`config.mk`:
```
export PLATFORM = sky130hd
export DESIGN_NAME = cci_test_ctrl
export DESIGN_NICKNAME = d
export VERILOG_FILES = /design/src/rtl/cci_test_ctrl_pkg.sv /design/src/rtl/cci_test_ctrl_outstanding.sv /design/src/rtl/cci_test_ctrl.sv
export SDC_FILE = /design/constraint.sdc
export NUM_CORES = 1
export LEC_CHECK = 0
export ABC_AREA = 0
export CAP_MARGIN = 20
export CELL_PAD_IN_SITES_DETAIL_PLACEMENT = 1
export CELL_PAD_IN_SITES_GLOBAL_PLACEMENT = 1
export CORE_AREA = 2 2 266 268
export CTS_CLUSTER_DIAMETER = 40
export CTS_CLUSTER_SIZE = 20
export DETAILED_ROUTE_END_ITERATION = 10
export DIE_AREA = 0 0 268 270
export PLACE_DENSITY_LB_ADDON = 0.1
export SYNTH_ARGS = -nofsm -noshare
export SYNTH_HDL_FRONTEND = slang
export SYNTH_SLANG_ARGS = --single-unit
```
`constraint.sdc`:
```
create_clock -name clk -period 7.8 [get_ports clk]
set_input_delay 1.56 -clock clk [delete_from_list [all_inputs] [get_ports clk]]
set_output_delay 1.56 -clock clk [all_outputs]
set_load 0.01 [all_outputs]
```
`src/rtl/cci_test_ctrl_pkg.sv`:
```
// Shared types and CSR slot indices for the test run controller.
// Latency: n/a (types and constants only).
// Backpressure: n/a.
package cci_test_ctrl_pkg;

    // Run state, encoded exactly as it is reported in status bits [1:0]
    typedef enum logic [1:0] {
        ST_IDLE  = 2'd0,
        ST_RUN   = 2'd1,
        ST_DRAIN = 2'd2,
        ST_DONE  = 2'd3
    } t_test_ctrl_state;

    // Test CSR slot indices as seen by software
    localparam int CSR_CMD    = 0;
    localparam int CSR_BASE   = 1;
    localparam int CSR_LINES  = 2;
    localparam int CSR_LIMIT  = 3;
    localparam int CSR_CYCLES = 4;
    localparam int CSR_REQS   = 5;
    localparam int CSR_RSPS   = 6;

    // Default width of the cycle/request/response counters
    localparam int TEST_CTR_BITS = 48;

    // Counter value as presented on a 64-bit CSR read (zero-extended)
    typedef logic [63:0] t_test_ctr;

endpackage

```
`src/rtl/cci_test_ctrl_outstanding.sv`:
```
// Up/down count of requests issued but not yet answered.
// Latency: count updates on the clock edge after inc/dec/clr.
// Backpressure: none; full is advisory, the count may exceed MAX_OUTSTANDING.
module cci_test_ctrl_outstanding #(
    parameter int  MAX_OUTSTANDING = 512,
    localparam int CNT_BITS        = $clog2(MAX_OUTSTANDING) + 1
) (
    input  logic                clk,
    input  logic                reset,
    input  logic                clr,
    input  logic                inc,
    input  logic                dec,
    output logic [CNT_BITS-1:0] count,
    output logic                zero,
    output logic                full
);

    // Clear wins over traffic; a simultaneous inc and dec leaves the count unchanged
    always_ff @(posedge clk) begin
        if (reset || clr) begin
            count <= '0;
        end else if (inc && !dec) begin
            count <= count + CNT_BITS'(1);
        end else if (dec && !inc) begin
            count <= count - CNT_BITS'(1);
        end
    end

    assign zero = (count == '0);
    assign full = (count == CNT_BITS'(MAX_OUTSTANDING));

endmodule

```
`src/rtl/cci_test_ctrl.sv`:
```
// CSR-driven run controller: holds test config, sequences IDLE/RUN/DRAIN/DONE, counts traffic.
// Latency: eng_start/eng_active follow a start write by one cycle; csr_rd_data lags state by one cycle.
// Backpressure: none; the engine may issue only while eng_active, violations set the sticky err bit.
module cci_test_ctrl
    import cci_test_ctrl_pkg::*;
#(
    parameter int NUM_TEST_CSRS   = 8,
    parameter int CTR_BITS        = TEST_CTR_BITS,
    parameter int MAX_OUTSTANDING = 512
) (
    input  logic                        clk,
    input  logic                        reset,
    input  logic [NUM_TEST_CSRS-1:0]    csr_wr_en,
    input  logic [63:0]                 csr_wr_data,
    output logic [NUM_TEST_CSRS*64-1:0] csr_rd_data,
    output logic [63:0]                 eng_base,
    output logic [31:0]                 eng_num_lines,
    output logic                        eng_start,
    output logic                        eng_active,
    input  logic                        eng_req,
    input  logic                        eng_rsp
);

    localparam int OUT_BITS = $clog2(MAX_OUTSTANDING) + 1;

    t_test_ctrl_state      state;
    t_test_ctrl_state      state_nxt;
    logic [63:0]           cfg_base;
    logic [31:0]           cfg_num_lines;
    logic [31:0]           cfg_cycle_limit;
    logic [CTR_BITS-1:0]   cycles;
    logic [CTR_BITS-1:0]   reqs;
    logic [CTR_BITS-1:0]   rsps;
    logic                  err;

    logic [OUT_BITS-1:0]   out_count;
    logic                  out_zero;
    logic                  out_full;

    logic                  in_run;
    logic                  in_drain;
    logic                  idle_or_done;
    logic                  cmd_start;
    logic                  cmd_stop;
    logic                  start_go;
    logic                  req_cnt;
    logic                  rsp_cnt;
    logic                  err_evt;
    logic                  hit_lines;
    logic                  hit_limit;

    logic [NUM_TEST_CSRS*64-1:0] rd_nxt;

    assign in_run       = (state == ST_RUN);
    assign in_drain     = (state == ST_DRAIN);
    assign idle_or_done = (state == ST_IDLE) || (state == ST_DONE);

    // Start beats stop when both bits arrive in the same write; stop only matters in RUN
    assign cmd_start = csr_wr_en[CSR_CMD] && csr_wr_data[0];
    assign cmd_stop  = csr_wr_en[CSR_CMD] && csr_wr_data[1];
    assign start_go  = cmd_start && idle_or_done;

    // Only traffic inside the legal window is counted; everything else is an error
    assign req_cnt = eng_req && in_run;
    assign rsp_cnt = eng_rsp && (in_run || in_drain) && !out_zero;
    assign err_evt = (eng_req && !in_run) || (eng_rsp && !rsp_cnt) || (req_cnt && out_full);

    // Request target includes this cycle's request so RUN ends right after the last one
    assign hit_lines = ((reqs + CTR_BITS'(eng_req)) == CTR_BITS'(cfg_num_lines));
    assign hit_limit = (cfg_cycle_limit != '0) &&
                       ((cycles + CTR_BITS'(1)) == CTR_BITS'(cfg_cycle_limit));

    assign eng_base      = cfg_base;
    assign eng_num_lines = cfg_num_lines;
    assign eng_active    = in_run;

    cci_test_ctrl_outstanding #(
        .MAX_OUTSTANDING (MAX_OUTSTANDING)
    ) u_outstanding (
        .clk   (clk),
        .reset (reset),
        .clr   (start_go),
        .inc   (req_cnt),
        .dec   (rsp_cnt),
        .count (out_count),
        .zero  (out_zero),
        .full  (out_full)
    );

    // Next-state selection for the run sequencer
    always_comb begin
        state_nxt = state;
        case (state)
            ST_IDLE, ST_DONE: if (cmd_start) state_nxt = ST_RUN;
            ST_RUN:           if (hit_lines || cmd_stop || hit_limit) state_nxt = ST_DRAIN;
            ST_DRAIN:         if (out_zero && !eng_rsp) state_nxt = ST_DONE;
            default:          state_nxt = ST_IDLE;
        endcase
    end

    // State register and the one-cycle start pulse that coincides with entry to RUN
    always_ff @(posedge clk) begin
        if (reset) begin
            state     <= ST_IDLE;
            eng_start <= 1'b0;
        end else begin
            state     <= state_nxt;
            eng_start <= start_go;
        end
    end

    // Config registers are frozen while a run is in flight
    always_ff @(posedge clk) begin
        if (reset) begin
            cfg_base        <= '0;
            cfg_num_lines   <= '0;
            cfg_cycle_limit <= '0;
        end else if (idle_or_done) begin
            if (csr_wr_en[CSR_BASE])  cfg_base        <= csr_wr_data;
            if (csr_wr_en[CSR_LINES]) cfg_num_lines   <= csr_wr_data[31:0];
            if (csr_wr_en[CSR_LIMIT]) cfg_cycle_limit <= csr_wr_data[31:0];
        end
    end

    // Run statistics, cleared on every accepted start, free-running wrap otherwise
    always_ff @(posedge clk) begin
        if (reset) begin
            cycles <= '0;
            reqs   <= '0;
            rsps   <= '0;
        end else if (start_go) begin
            cycles <= '0;
            reqs   <= '0;
            rsps   <= '0;
        end else begin
            if (in_run || in_drain) cycles <= cycles + CTR_BITS'(1);
            if (req_cnt)            reqs   <= reqs + CTR_BITS'(1);
            if (rsp_cnt)            rsps   <= rsps + CTR_BITS'(1);
        end
    end

    // Sticky protocol error: cleared by start, but a violation in the same cycle still lands
    always_ff @(posedge clk) begin
        if (reset) begin
            err <= 1'b0;
        end else if (err_evt) begin
            err <= 1'b1;
        end else if (start_go) begin
            err <= 1'b0;
        end
    end

    // Read value per slot; unused slots read as zero
    always_comb begin
        rd_nxt = '0;
        rd_nxt[64*CSR_CMD    +: 64] = 64'({err, (state == ST_DONE), state});
        rd_nxt[64*CSR_BASE   +: 64] = cfg_base;
        rd_nxt[64*CSR_LINES  +: 64] = 64'(cfg_num_lines);
        rd_nxt[64*CSR_LIMIT  +: 64] = 64'(cfg_cycle_limit);
        rd_nxt[64*CSR_CYCLES +: 64] = t_test_ctr'(64'(cycles));
        rd_nxt[64*CSR_REQS   +: 64] = t_test_ctr'(64'(reqs));
        rd_nxt[64*CSR_RSPS   +: 64] = t_test_ctr'(64'(rsps));
    end

    // Registered read bus, refreshed every cycle
    always_ff @(posedge clk) begin
        if (reset) begin
            csr_rd_data <= '0;
        end else begin
            csr_rd_data <= rd_nxt;
        end
    end

    // Strobes for read-only slots and the raw count are intentionally not consumed
    logic unused_ok;
    assign unused_ok = ^{csr_wr_en[NUM_TEST_CSRS-1:CSR_CYCLES], out_count};

endmodule
```
-- Word-level counts from Yosys, hierarchy flattened
Index checks and enable logic that the tools add are counted.
- shift-type cells: 0
- bitwise logic cells: 0
- reductions and logical operators: 36
- mux-type cells: 8
- equality and inequality tests: 9
- $add $sub $neg: 6
- order comparisons: 0
- multiply operators: 0
- divide/modulo/power cells: 0
- operators with widths (cell ; number):
    $add 48x1->48 const B ; 3
    $eq 48x32->1 ; 2
    $add 48x1->48 ; 1
    $reduce_bool 32->1 ; 1
    $mux 10 ; 2
    $logic_and 1x1->1 ; 13
    $add 10x1->10 const B ; 1
    $eq 10x10->1 const B ; 1
    $logic_not 10->1 ; 1
    $sub 10x1->10 const B ; 1
    $logic_or 1x1->1 ; 7
    $mux 2 ; 3
    $pmux 2 s3 ; 1
    $reduce_and 2->1 ; 3
    $logic_not 1->1 ; 5
    $eq 2x2->1 const B ; 2
    $ne 2x1->1 const B ; 2
    $reduce_bool 2->1 ; 2
    $reduce_or 2->1 ; 2
    $reduce_and 3->1 ; 1
    $eq 2x1->1 const B ; 1
    $logic_not 2->1 ; 1
    $mux 1 ; 2
    $ne 2x2->1 const B ; 1
- memory bits (writable): 0
- memories: 0
- logic and storage cells: 71
- register bits: 798
- bits in latches: 0
- input port bits: 76
- output and inout port bits: 610
- memory bits (read-only): 0

-- Logic depth before layout (Yosys ltp)
Gate-level depths: netlist (run 1).
- word-level depth: 9
- mapped depth: 17
- gate-level depth less buffers: 17

-- Hierarchy
A second synthesis (run 1) with hierarchy kept.
- cell total of the unflattened synthesis: 2837
- area total of the unflattened synthesis: 24689.9 sq um
- modules (own cells, without submodules) (module ; seq. area each (sq um) ; instances ; area an instance (sq um) ; cells each):
    cci_test_ctrl ; 11050.6 ; 1 ; 23787.8 ; 2725
    cci_test_ctrl_outstanding ; 200.2 ; 1 ; 902.1 ; 112

-- Worst setup path before layout (run 1)
Ideal clock, no wire load.
- path type: input port to flip-flop
- from: input port eng_rsp
- to: register u_outstanding.count[9]
- required time: 7.675 ns
- arrival: 4.044 ns
- buffers on the path: 0
- setup time: 0.125 ns
- slack: 3.631 ns
- cell stages on the path: 15
- cells stage by stage: nand2b_1 > a41oi_1 > inv_1 > ha_1 > inv_1 > ha_1 > a21o_1 > a21oi_1 > o21bai_1 > a21oi_1 > o21bai_1 > a211oi_1 > nor2_1 > o2111ai_1 > nand3_1
- cells in the longest elaborated chain, start to end: 5
- elaborated cells between the ends (all ways): 7
- those cells by class: 1 x mux; 6 x reduce/logical
- ends and longest elaborated chain (what ; RTL line ; RTL):
    start: declaration ; cci_test_ctrl.sv:21 ; input logic eng_rsp
    $logic_and 1x1->1 (*) (2 in a row) ; cci_test_ctrl.sv:65 ; assign rsp_cnt = eng_rsp && (in_run || in_drain) && !out_zero;
    $logic_not 1->1 ; cci_test_ctrl_outstanding.sv:22 ; end else if (inc && !dec) begin
    $logic_and 1x1->1 ; cci_test_ctrl_outstanding.sv:22 ;
    $mux 10 / $reduce_bool 2->1 (equally long branches) ; -- ;
    end signal: assignment ; cci_test_ctrl_outstanding.sv:23 ; count <= count + CNT_BITS'(1);
    end signal: assignment ; cci_test_ctrl_outstanding.sv:25 ; count <= count - CNT_BITS'(1);
    end: declaration ; cci_test_ctrl_outstanding.sv:13 ; output logic [CNT_BITS-1:0] count,
Every way passes the cells marked *; elsewhere a longest branch is shown, timed or not.
A chain may end at the register's enable or synchronous reset.

-- Worst setup path after layout (run 1)
Ends and elaborated chain as after synthesis.

==> results_dict.tcl, run 1 <==
set metrics [dict create \
    post_cts_buffers 0 \
    rows 97 \
    slowest_delay_ns 0.51 \
    power_density_nw_per_um2 319 \
    synth_cells 2845 \
    dr.pass1.iters 5 \
    clock-sinks 562 \
    core_area_um2 69500 \
    yosysTopAreaCell "dfxtp_1" \
    finalNetCount 3244 \
    highest_layer "met5" \
    synth_edf_count 0 \
    portBuffers 445 \
    setup_ws_ns 3.09 \
    synth_most_common_cell "dfxtp_1" \
    grt_pass1_wl_mm 130 \
    ios 686 \
    tightestPinTransition_ns 1.12 \
    irDropWorstVdd_mv 0.173 \
    worstPathCellList "clkdlybuf4s50_1 -> nand2b_1 -> a41oi_1 -> inv_1 -> ha_1 -> inv_1 -> ha_1 -> a21o_1 -> a21oi_1 -> o21bai_1 -> a21oi_1 -> o21bai_1 -> a211oi_1 -> nor2_1 -> o2111ai_1 -> nand3_1" \
    fmax_mhz 212 \
    whs_ns 0.466 \
    insertion_delay_ns 0.65 \
    met1_length_mm 37.6 \
    wl_mm 88.2 \
    setup.worst_path.start_class "primary input" \
    ys_async_sr_fraction_pct 0 \
    min_period_over_period_pct 60.4 \
    crit_path_start "eng_rsp" \
    synth-seq-area-share_pct 45.7 \
    synthToLayoutAreaGrowth_pct 29.4 \
    r2r_cells 9 \
    critPathKind "primary input to flip-flop" \
    synth_area_um2 24600 \
    hp-class "flip-flop to flip-flop" \
    die_x_um 268 \
    cts-buffers-inserted 99 \
    crit_path_end_kind "flip-flop" \
    grt_max_degree 205 \
    fin_cells 4179 \
    maxSlewHeadroom_pct 24.7 \
    antenna_found_initial 6 \
    p_leak_nw 12.0 \
    wl_met2_mm 41.7 \
    crit_path_end "u_outstanding.count[9]" \
    setup_violations 0 \
    finalSetupTns_ns 0 \
    rsz0062_at_grt "false" \
    cts.clk_slew.worst_paths_ns 0.05 \
    dr_wl_met3_mm 6.36 \
    synth.top_cell.area_share_pct 45.7 \
    cts_tree "built" \
    skew_ns 0.0310 \
    first_global_vias 20500 \
    drive_above_1_share_pct 6.65 \
    r2r_end "state[1]" \
    outcome "completed" \
    fin_crit_ns 4.71 \
    crit-reg2reg-launch "cycles[10]" \
    synth_common_cells "562 x dfxtp_1, 369 x nand2_1, 332 x buf_4" \
    postLayoutCellArea_um2 31800 \
    path_max_fanout 11 \
    hpwlAfterDp_mm 66.6 \
    ctsRootBufferMaster "clkbuf_16" \
    die_area_um2 72400 \
    vias_per_cell 4.78 \
    cp_slowest_cell "clkdlybuf4s50_1" \
    htreeDepth 3 \
    slew_violations 0 \
    cp_num_cells 16 \
    place_ws_ns 2.42 \
    yosys-top-cells-area "dfxtp_1 46%, buf_4 10%, nor2b_1 6.6%" \
    ant_nets 0 \
    r2r_slack_ns 3.38 \
    hold_buffers 0 \
    start_util_pct 35.4 \
    required_ns 8.32 \
    grt_overflow 0 \
    cts_buffer_depth 3 \
    wire_per_inst_um 21.1 \
    ys_warn_count 0 \
    gr-usage-all-layers_pct 23.7 \
    drv_cap 0 \
    synthFlopType "dfxtp_1" \
    ys_types 73 \
    dp.cells 3986 \
    cp_top_family "compound AO/OA/AOI/OAI gates" \
    num_vias 20000 \
    report.final.hold_viol_count 0 \
    cp.arrival_ns 5.23 \
    syn_avg_cell_area_um2 8.65 \
    die_y_um 270 \
    place_area_um2 28200 \
    drt_iter0_drc 1072 \
    routabilityCongestion 0.893 \
    post_cts_resized 0 \
    synth.ff_latch_count 562 \
    drc 0 \
    cp_num_buf_inv 3 \
]
## power by group
group	switching (W)	total [W]	internal, W
combinational	0.00120	0.00207	0.000877
clock	0.00162	0.00462	0.00300
sequential	0.000326	0.00347	0.00314
## sequential cells by signal, indices dropped and copies added, names as in the netlist
| signal | cells |
|---|---|
| cfg_cycle_limit | 32 |
| csr_rd_data | 276 |
| cycles | 48 |
| eng_base | 64 |
| eng_num_lines | 32 |
| eng_start | 1 |
| err | 1 |
| reqs | 48 |
| rsps | 48 |
| state | 2 |
| u_outstanding.count | 10 |
## worst reg2reg max path: cells and delay by family (launching register included)
kind,cells,cell delay (ns)
AND/OR/NAND/NOR,7,3.08
AO/OA/AOI/OAI,2,0.54
flip-flops,1,0.67
## cell families after synthesis
family	Yosys count	synth area share (%)
and+or+nand+nor	1220	25.1
DFF	562	45.7
buffers and inverters	534	13.3
AOI/OAI and AO/OA	272	6.43
xor gates and xnor gates	227	8.08
adders and majority gates	20	1.05
muxes	9	0.371
other	1	0.0152
## worst min path at each step
stage	startpoint	to	slack (ns)	cells past startpoint
after CTS	eng_base[3]	csr_rd_data[67]	0.47	1
after global routing	eng_base[51]	eng_base[51]	0.49	2
after detailed placement	eng_base[55]	eng_base[55]	0.46	2
final	eng_base[3]	eng_base[3]	0.47	2
after global placement	eng_base[15]	eng_base[15]	0.45	2
after floorplan	rsps[36]	csr_rd_data[420]	0.44	2
## stage by stage
| stage | total power [W] | utilization [%] |
|---|---|---|
| 2_1_floorplan | 0.00481 | - |
| 3_3_place_gp | 0.00551 | 40.5 |
| 3_5_place_dp | 0.00559 | 40.5 |
| 4_1_cts | 0.0103 | 45.7 |
| 5_1_grt | 0.0106 | 45.8 |
| 6_report | 0.0102 | 45.8 |
## final cells by class
cell class | instances | area, um^2
diodes | 5 | 12.5
clock buffers | 119 | 2680
clock inverters | 68 | 933
fillers | 7996 | 37700
inverters | 38 | 143
multi-input cells | 1984 | 11000
flip-flops and latches | 562 | 11300
well taps | 940 | 1180
repair buffers | 463 | 4650
## cells in the final DEF, fill, tap and decap left out, types with 68 or more instances in the layout
cell,n
dfxtp_1,562
clkdlybuf4s50_1,444
nand2_1,367
nor2b_1,261
conb_1,236
nor2_1,230
a21oi_1,167
xnor2_1,127
xor2_1,100
clkbuf_16,100
nand3_1,78
nand4_1,68
## routing by layer
metal	GRT usage, %	vias to the layer above
met5	0	-
met4	7.84	2
met3	5.63	125
met2	39.2	669
met1	30.3	9742
li1	-	9450
No activity file was read; power rests on OpenSTA's default activity.
==> run 2, diff against run 1 <==
--- a/config.mk
+++ b/config.mk
@@ -9,11 +9,12 @@
 export CAP_MARGIN = 20
 export CELL_PAD_IN_SITES_DETAIL_PLACEMENT = 1
 export CELL_PAD_IN_SITES_GLOBAL_PLACEMENT = 1
-export CORE_AREA = 2 2 266 268
+export CORE_ASPECT_RATIO = 0.9
+export CORE_MARGIN = 2
+export CORE_UTILIZATION = 32
 export CTS_CLUSTER_DIAMETER = 40
 export CTS_CLUSTER_SIZE = 20
 export DETAILED_ROUTE_END_ITERATION = 10
-export DIE_AREA = 0 0 268 270
 export PLACE_DENSITY_LB_ADDON = 0.1
 export SYNTH_ARGS = -nofsm -noshare
 export SYNTH_HDL_FRONTEND = slang
==> constraint.sdc (replaced) <==
create_clock -name clk -period 4.1 [get_ports clk]
set_input_delay 0.82 -clock clk [delete_from_list [all_inputs] [get_ports clk]]
set_output_delay 0.82 -clock clk [all_outputs]
set_load 0.01 [all_outputs]
==> run 2 against run 1 <==
Worst setup slack got worse by 2.7 ns; count of clock-buffer cells in the layout fell by 4; non-clock buffer count grew 64; critical path depth grew 1; critical path type is now flip-flop to flip-flop; largest power group unchanged.
==> results_dict.tcl, run 2 (synthesized netlist as in run 1, its figures left out) <==
set metrics [dict create \
    outcome "completed" \
    finalNetCount 3306 \
    wire_per_inst_um 21.7 \
    wl_mm 93.9 \
    r2r_slack_ns 0.40 \
    hold_buffers 0 \
    ff_latch_area_um2 11300 \
    portBuffers 445 \
    drt_iter0_drc 1114 \
    antenna_found_initial 6 \
    clock-sinks 562 \
    tightestPinTransition_ns 0.829 \
    met1_length_mm 41.8 \
    cts_tree "built" \
    place_area_um2 28800 \
    cts_buffer_depth 3 \
    ios 686 \
    dr_wl_met3_mm 6.09 \
    drc 0 \
    wl_met2_mm 43.9 \
    insertion_delay_ns 0.66 \
    finalSetupTns_ns 0 \
    final_util_pct 42.2 \
    routabilityCongestion 0.879 \
    ant_nets 0 \
    vias_per_cell 4.64 \
    maxSlewHeadroom_pct 44.8 \
    skew_ns 0.0339 \
    cp_top_family "compound AO/OA/AOI/OAI gates" \
    cts.clk_slew.worst_paths_ns 0.05 \
    grt_overflow 0 \
    drive_above_1_share_pct 8.33 \
    htreeDepth 3 \
    report.final.hold_viol_count 0 \
    critPathKind "flip-flop to flip-flop" \
    drv_cap 0 \
    hpwlAfterDp_mm 72.1 \
    whs_ns 0.461 \
    irDropWorstVdd_mv 0.342 \
    die_y_um 267 \
    power_density_nw_per_um2 582 \
    highest_layer "met5" \
    required_ns 4.60 \
    total_power_w 0.0187 \
    post_cts_buffers 0 \
    crit_path_end_kind "flip-flop" \
    multi_input_area_um2 11000 \
    rsz0062_at_grt "false" \
    setup_violations 0 \
    postLayoutCellArea_um2 32100 \
    start_util_pct 32.3 \
    hp-class "flip-flop to flip-flop" \
    largest_reg_flops 276 \
    final_common_cell "dfxtp_1" \
    fmax_mhz 270 \
    setup.worst_path.start_class "flip-flop" \
    cp_slowest_cell "dfxtp_1" \
    grt_pass1_wl_mm 135 \
    fin_crit_ns 3.70 \
    first_global_vias 20300 \
    min_period_over_period_pct 90.3 \
    num_vias 20000 \
    gr-usage-all-layers_pct 22.9 \
    die_x_um 296 \
    nFillCells 8856 \
    layout_common_cells "562 x dfxtp_1, 444 x clkdlybuf4s50_1, 367 x nand2_1, 261 x nor2b_1, 236 x conb_1" \
    path_max_fanout 6 \
    worstPathCellList "inv_1 -> ha_1 -> nand2b_1 -> a41oi_1 -> inv_1 -> ha_1 -> inv_1 -> ha_1 -> a21o_1 -> a21oi_1 -> o21bai_1 -> a21oi_1 -> o21bai_1 -> a211oi_1 -> nor2_1 -> o2111ai_1 -> nand3_1" \
    rows 96 \
    post_cts_resized 0 \
    synthToLayoutAreaGrowth_pct 30.5 \
    slowest_delay_ns 0.39 \
    cp_num_buf_inv 3 \
    core_area_um2 76200 \
    cts-buffers-inserted 97 \
    cp.arrival_ns 4.21 \
    die_area_um2 79200 \
    dr.pass1.iters 6 \
    slew_violations 0 \
    ctsRootBufferMaster "clkbuf_16" \
    p_leak_nw 12.2 \
    grt_max_degree 148 \
    top_register "csr_rd_data" \
]
-- run 2: worst register-to-register path, stage by stage (launching register included) --
cell,delay [ns]
dfxtp_1,0.39
inv_1,0.11
ha_1,0.32
nand2b_1,0.15
a41oi_1,0.23
inv_1,0.13
ha_1,0.24
inv_1,0.20
ha_1,0.28
a21o_1,0.17
a21oi_1,0.23
o21bai_1,0.10
a21oi_1,0.25
o21bai_1,0.13
a211oi_1,0.36
nor2_1,0.09
o2111ai_1,0.09
nand3_1,0.10
-- run 2: final timing paths --
path                            endpoint    startpoint  cells after the start
setup / recovery  u_outstanding.count[9]      state[0]                     17
hold / removal           csr_rd_data[88]  eng_base[24]                      1
setup reg to reg  u_outstanding.count[9]      state[0]                     17
hold reg to reg          csr_rd_data[88]  eng_base[24]                      1
-- run 2: through the flow --
| step | instances | worst slack, ns |
|---|---|---|
| 6_report | 4322 | 0.396 |
| 5_1_grt | 4321 | 0.0287 |
| 4_1_cts | 4316 | 0.336 |
| 3_5_place_dp | 4136 | -0.0197 |
| 3_3_place_gp | 4136 | 0.0947 |
| 2_1_floorplan | 3080 | 0.635 |
-- run 2: where the power goes --
group	leakage [nW]	internal (W)	switching [W]
clock	1.60	0.00495	0.00305
combinational	6.04	0.00174	0.00242
sequential	4.56	0.00598	0.000565
-- run 2: layout make-up --
| type | instances | share of cell area [%] |
|---|---|---|
| clock buffers | 115 | 8.14 |
| well taps | 1029 | 4.01 |
| flip-flops and latches | 562 | 35.0 |
| clock inverters | 65 | 2.01 |
| multi-input cells | 1984 | 34.2 |
| inverters | 38 | 0.444 |
| diodes | 2 | 0.0156 |
| repair buffers | 527 | 16.1 |
-- run 2: layer usage --
metal  global-route usage [%]  vias to the layer above
li1                         -                     9543
met1                     29.8                     9815
met2                     37.4                      563
met3                     6.05                      116
met4                     5.91                        6
met5                        0                        -
